--- src/rtl/turn_sequencer.sv ---
// Game-phase controller: card pick, timed reveal, compare against the tile ahead,
// chicken advance on a match, and the hand-off to next_turn on a miss.
module turn_sequencer #(
    parameter int REVEAL_CYCLES = 50_000_000,
    parameter int BOARD_LEN     = 24,
    parameter int WIN_LAPS      = 1
) (
    input  logic        clk,
    input  logic        rst,
    input  logic        start,
    input  logic [1:0]  N,
    input  logic        card_valid,
    input  logic [3:0]  card_sel,
    input  logic [3:0]  tile_ahead,
    input  logic [1:0]  next_turn_result,
    output logic [2:0]  Q,
    output logic        statecombo_next_turn,
    output logic [1:0]  T,
    output logic        reveal_on,
    output logic        flip_back,
    output logic [19:0] pos_flat,
    output logic        game_over,
    output logic [1:0]  winner
);
    localparam int CW = (REVEAL_CYCLES > 1) ? $clog2(REVEAL_CYCLES) : 1;
    localparam logic [4:0] LAST_TILE = 5'(BOARD_LEN - 1);
    localparam logic [1:0] WIN_LAP  = 2'(WIN_LAPS);

    typedef enum logic [2:0] {
        IDLE      = 3'b000,
        WAIT_CARD = 3'b001,
        REVEAL    = 3'b010,
        COMPARE   = 3'b011,
        MISS      = 3'b100,
        NEXT_TURN = 3'b101,
        LOAD_TURN = 3'b110,
        GAMEOVER  = 3'b111
    } state_t;

    state_t          state;
    logic [3:0]      card;
    logic [CW-1:0]   cnt;
    logic [4:0]      pos [4];
    logic [1:0]      lap [4];
    logic [2:0]      players;

    assign Q        = state;
    assign pos_flat = {pos[3], pos[2], pos[1], pos[0]};
    // N is decoded live; only the LOAD_TURN range check looks at it
    assign players  = (N == 2'b00) ? 3'd2 : (N == 2'b01) ? 3'd3 : 3'd4;

    always_ff @(posedge clk or posedge rst) begin
        if (rst) begin
            state                <= IDLE;
            T                    <= '0;
            card                 <= '0;
            cnt                  <= '0;
            winner               <= '0;
            statecombo_next_turn <= 1'b0;
            reveal_on            <= 1'b0;
            flip_back            <= 1'b0;
            game_over            <= 1'b0;
            for (int i = 0; i < 4; i++) begin
                pos[i] <= '0;
                lap[i] <= '0;
            end
        end else begin
            flip_back            <= 1'b0;
            statecombo_next_turn <= 1'b0;
            case (state)
                IDLE, GAMEOVER: begin
                    if (start) begin
                        for (int i = 0; i < 4; i++) begin
                            pos[i] <= '0;
                            lap[i] <= '0;
                        end
                        winner    <= '0;
                        T         <= '0;
                        game_over <= 1'b0;
                        state     <= WAIT_CARD;
                    end
                end
                WAIT_CARD: begin
                    if (card_valid) begin
                        card      <= card_sel;
                        cnt       <= CW'(REVEAL_CYCLES - 1);
                        reveal_on <= 1'b1;
                        state     <= REVEAL;
                    end
                end
                REVEAL: begin
                    if (cnt == '0) begin
                        reveal_on <= 1'b0;
                        state     <= COMPARE;
                    end else begin
                        cnt <= cnt - 1'b1;
                    end
                end
                COMPARE: begin
                    if (card == tile_ahead) begin
                        if (pos[T] == LAST_TILE) begin
                            pos[T] <= '0;
                            lap[T] <= lap[T] + 2'd1;
                            if (lap[T] + 2'd1 == WIN_LAP) begin
                                winner    <= T;
                                game_over <= 1'b1;
                                state     <= GAMEOVER;
                            end else begin
                                state <= WAIT_CARD;
                            end
                        end else begin
                            pos[T] <= pos[T] + 5'd1;
                            state  <= WAIT_CARD;
                        end
                    end else begin
                        flip_back <= 1'b1;
                        state     <= MISS;
                    end
                end
                MISS: begin
                    statecombo_next_turn <= 1'b1;
                    state                <= NEXT_TURN;
                end
                NEXT_TURN: state <= LOAD_TURN;
                LOAD_TURN: begin
                    T     <= ({1'b0, next_turn_result} >= players) ? 2'd0 : next_turn_result;
                    state <= WAIT_CARD;
                end
                default: state <= IDLE;
            endcase
        end
    end
endmodule

--- config.mk ---
export PLATFORM = sky130hd
export DESIGN_NAME = turn_sequencer
export DESIGN_NICKNAME = d
export VERILOG_FILES = /design/src/rtl/turn_sequencer.sv
export SDC_FILE = /design/constraint.sdc
export NUM_CORES = 1
export LEC_CHECK = 0
export BUFFER_PORTS_ARGS = -buffer_cell sky130_fd_sc_hd__buf_2
export CORE_UTILIZATION = 30
export CTS_CLUSTER_DIAMETER = 150
export DETAILED_ROUTE_END_ITERATION = 7
export PLACE_DENSITY = 0.55
export SLEW_MARGIN = 20
export SYNTH_ARGS = -nofsm -noshare
export SYNTH_HDL_FRONTEND = slang
export SYNTH_SLANG_ARGS = --single-unit
--- constraint.sdc ---
create_clock -name clk -period 3.7 [get_ports clk]
set_clock_uncertainty 0.15 [all_clocks]
set_input_delay 0 -clock clk [delete_from_list [all_inputs] [get_ports clk]]
set_output_delay 0 -clock clk [all_outputs]
set_load 0.03 [all_outputs]
==> flow_summary.yaml <==
sta:
  post-route-period-util: 0.762
  fmax_mhz: 355
  timing.hold.ws_ps: 12.8
  worstMarginPinSlew_ps: 873
  slew_violations: 0
  setup-violations-final: 0
  setup_tns_ps: 0
  hold_viol: 0
  relSlewSlack: 0.418
  rsz0062_at_grt: "no"
  setup_ws_ps: 882
  period_needed_ps: 2820
pwr:
  total_power_mw: 2.44
  power_density_nw_per_um2: 550
  leakage_nw: 1.87
  peakVddDrop_mv: 0.278
synth:
  syn_area_per_cell_um2: 10.1
  synth_common_cells: "dfrtp_1 (69), nand2_1 (31), nor2_1 (26)"
  ys_seq_area_frac: 0.471
  synth_top_area_share: 0.471
  ys_warn_count: 0
  synth_edf_count: 0
  synthDistinctLibCells: 55
  yosys.area.top_type: "dfrtp_1"
  synth_nets: 386
  yosysMostFrequentCell: "dfrtp_1"
  ys_ff_latch: 69
  synth-main-ff-cell: "dfrtp_1"
  ys_top_cells_by_area: "dfrtp_1 (47%), mux4_2 (3.7%), a22o_1 (3.3%), nand2_1 (3.2%), xor2_1 (3.1%)"
  async_reset_ff_frac: 1.00
  syn_area_um2: 3660
  synthCells: 363
clock_tree:
  path_clk_slew_ps: 50
  cts_tree: "built"
  clock-root-buffer: "clkbuf_16"
  clockBufferDepth: 2
  cts_buffers: 9
  cts_htree_levels: 3
  clk_latency_ps: 330
  cts_setup_buffers: 0
  clock_sinks: 69
place:
  pre_cts_slack_ps: 906
  dp_hpwl_mm: 6.68
  portBuffers: 46
  gp_congestion: 0.826
critical_path:
  cp_max_fo: 11
  cp-start-kind: "flop"
  critPathArrivalTime_ps: 2870
  critPathCaptureType: "flop"
  required_ps: 3750
  criticalPathCategory: "flop to flop"
finish:
  regArea_um2: 1730
  num_antenna_cells: 0
  synthToLayoutAreaGrowth_pct: 21.1
  fin_nets: 442
  fillers: 1179
  drive_gt1_frac: 0.210
  multiInputGateArea_um2: 1820
detailed_routing:
  vias_per_cell: 5.33
  vias: 3038
  drtAntennaViolNets: 0
  post-route-drc-count: 0
  first_iter_violations: 233
  routed_wl_mm: 9.30
  dr.pass1.iters: 4
  wire_per_inst_um: 16.3
die:
  die_area_um2: 12700
  die_y_um: 113
  core.rowCount: 40
  die_x_um: 113
  initial_core_util: 0.306
  core_um2: 12000
  pin_count: 47
global_route:
  first_global_vias: 3076
  antenna_found_initial: 0
  overflow: 0
  grt_max_degree: 42
  grt_pass1_wl_mm: 15.8
  grt_use_total: 0.160
worst_hold_path:
  min_path_type: "primary input to flop"
status:
  status: "complete, no violations"
flow_run:
  cap_violations: 0
## logic make-up (layout without fill, tap and decap cells)
group,Yosys count,count (layout),share of synthesized area
AND/OR/NAND/NOR,138,138,0.203
buffers and inverters,32,92,0.0341
flip-flops,69,69,0.471
adder cells (fa/ha/maj),7,7,0.0239
XOR/XNOR,18,18,0.0430
multiplexers,10,10,0.0485
AO/OA/AOI/OAI,89,89,0.177
## stage by stage
step,util,area [um2],cells
2_1_floorplan,-,3660,363
3_3_place_gp,0.341,4080,547
3_5_place_dp,0.341,4080,547
4_1_cts,0.371,4440,570
5_1_grt,0.371,4440,570
6_report,0.371,4440,570
## critical path, stage by stage, from the launching register on
cell and delay, ps:
dfrtp_1 420, or4_1 620, or4_4 630, o311ai_2 240, buf_4 210, nor3_1 60
or3b_1 350
## layout make-up
class                   instances  area share
inverters                      14      0.0118
well taps                     147      0.0414
clock inverters                 1     0.00113
repair buffers                 63      0.0851
flip-flops and latches         69       0.389
multi-input cells             262       0.410
clock buffers                  14      0.0617
## flip-flops by register name (all words and copies together) (netlist names)
register	flops
cnt	26
pos_flat	20
lap	8
card	4
Q	3
T	2
winner	2
flip_back	1
game_over	1
reveal_on	1
statecombo_next_turn	1
## repair_timing
item	in CTS	in global routing
setup endpoints to repair	0	0
resized for setup	0	0
hold buffers	8	0
hold endpoints to repair	47	0
## power by group
part | leakage, nW | internal (mW) | switching [mW]
combinational | 0.875 | 0.237 | 0.439
clock | 0.139 | 0.504 | 0.296
sequential | 0.856 | 0.834 | 0.132
total | 1.87 | 1.57 | 0.867
## cell usage in the layout, fill, tap and decap left out, types with 6 or more instances in the layout
cell	netlist	routed
nand3_1	10	10
xor2_1	13	13
buf_4	1	9
nor2_1	26	26
buf_2	1	46
nand2_1	31	31
or3_1	12	12
mux4_2	6	6
a22o_1	14	14
dlygate4sd3_1	0	8
ha_1	7	7
o21ai_0	22	22
dfrtp_1	69	69
inv_1	14	13
a21oi_1	8	8
clkbuf_16	0	9
nor3_1	14	13
o2bb2ai_1	9	9
or4_1	9	9
## worst paths after layout
check | start | endpoint | slack [ps] | depth (start not counted)
worst max-delay path | cnt[20] | cnt[23] | 880 | 6
worst min-delay path | card_valid | Q[1] | 10 | 5
worst max register to register | cnt[20] | cnt[23] | 880 | 6
worst min register to register | cnt[4] | cnt[4] | 340 | 1
max in group asynchronous | rst | cnt[10] | 2240 | 4
min in group asynchronous | rst | game_over | 250 | 3
## layer usage
| metal | part of all wire | global-route usage | vias to the layer above |
|---|---|---|---|
| met2 | 0.46 | 0.247 | 53 |
| met1 | 0.50 | 0.223 | 1510 |
| met4 | 0.018 | 0.0667 | 0 |
| li1 | - | - | 1464 |
| met5 | 0 | 0 | - |
| met3 | 0.028 | 0.0270 | 11 |
Note: power is estimated with default switching activity, not from simulation.
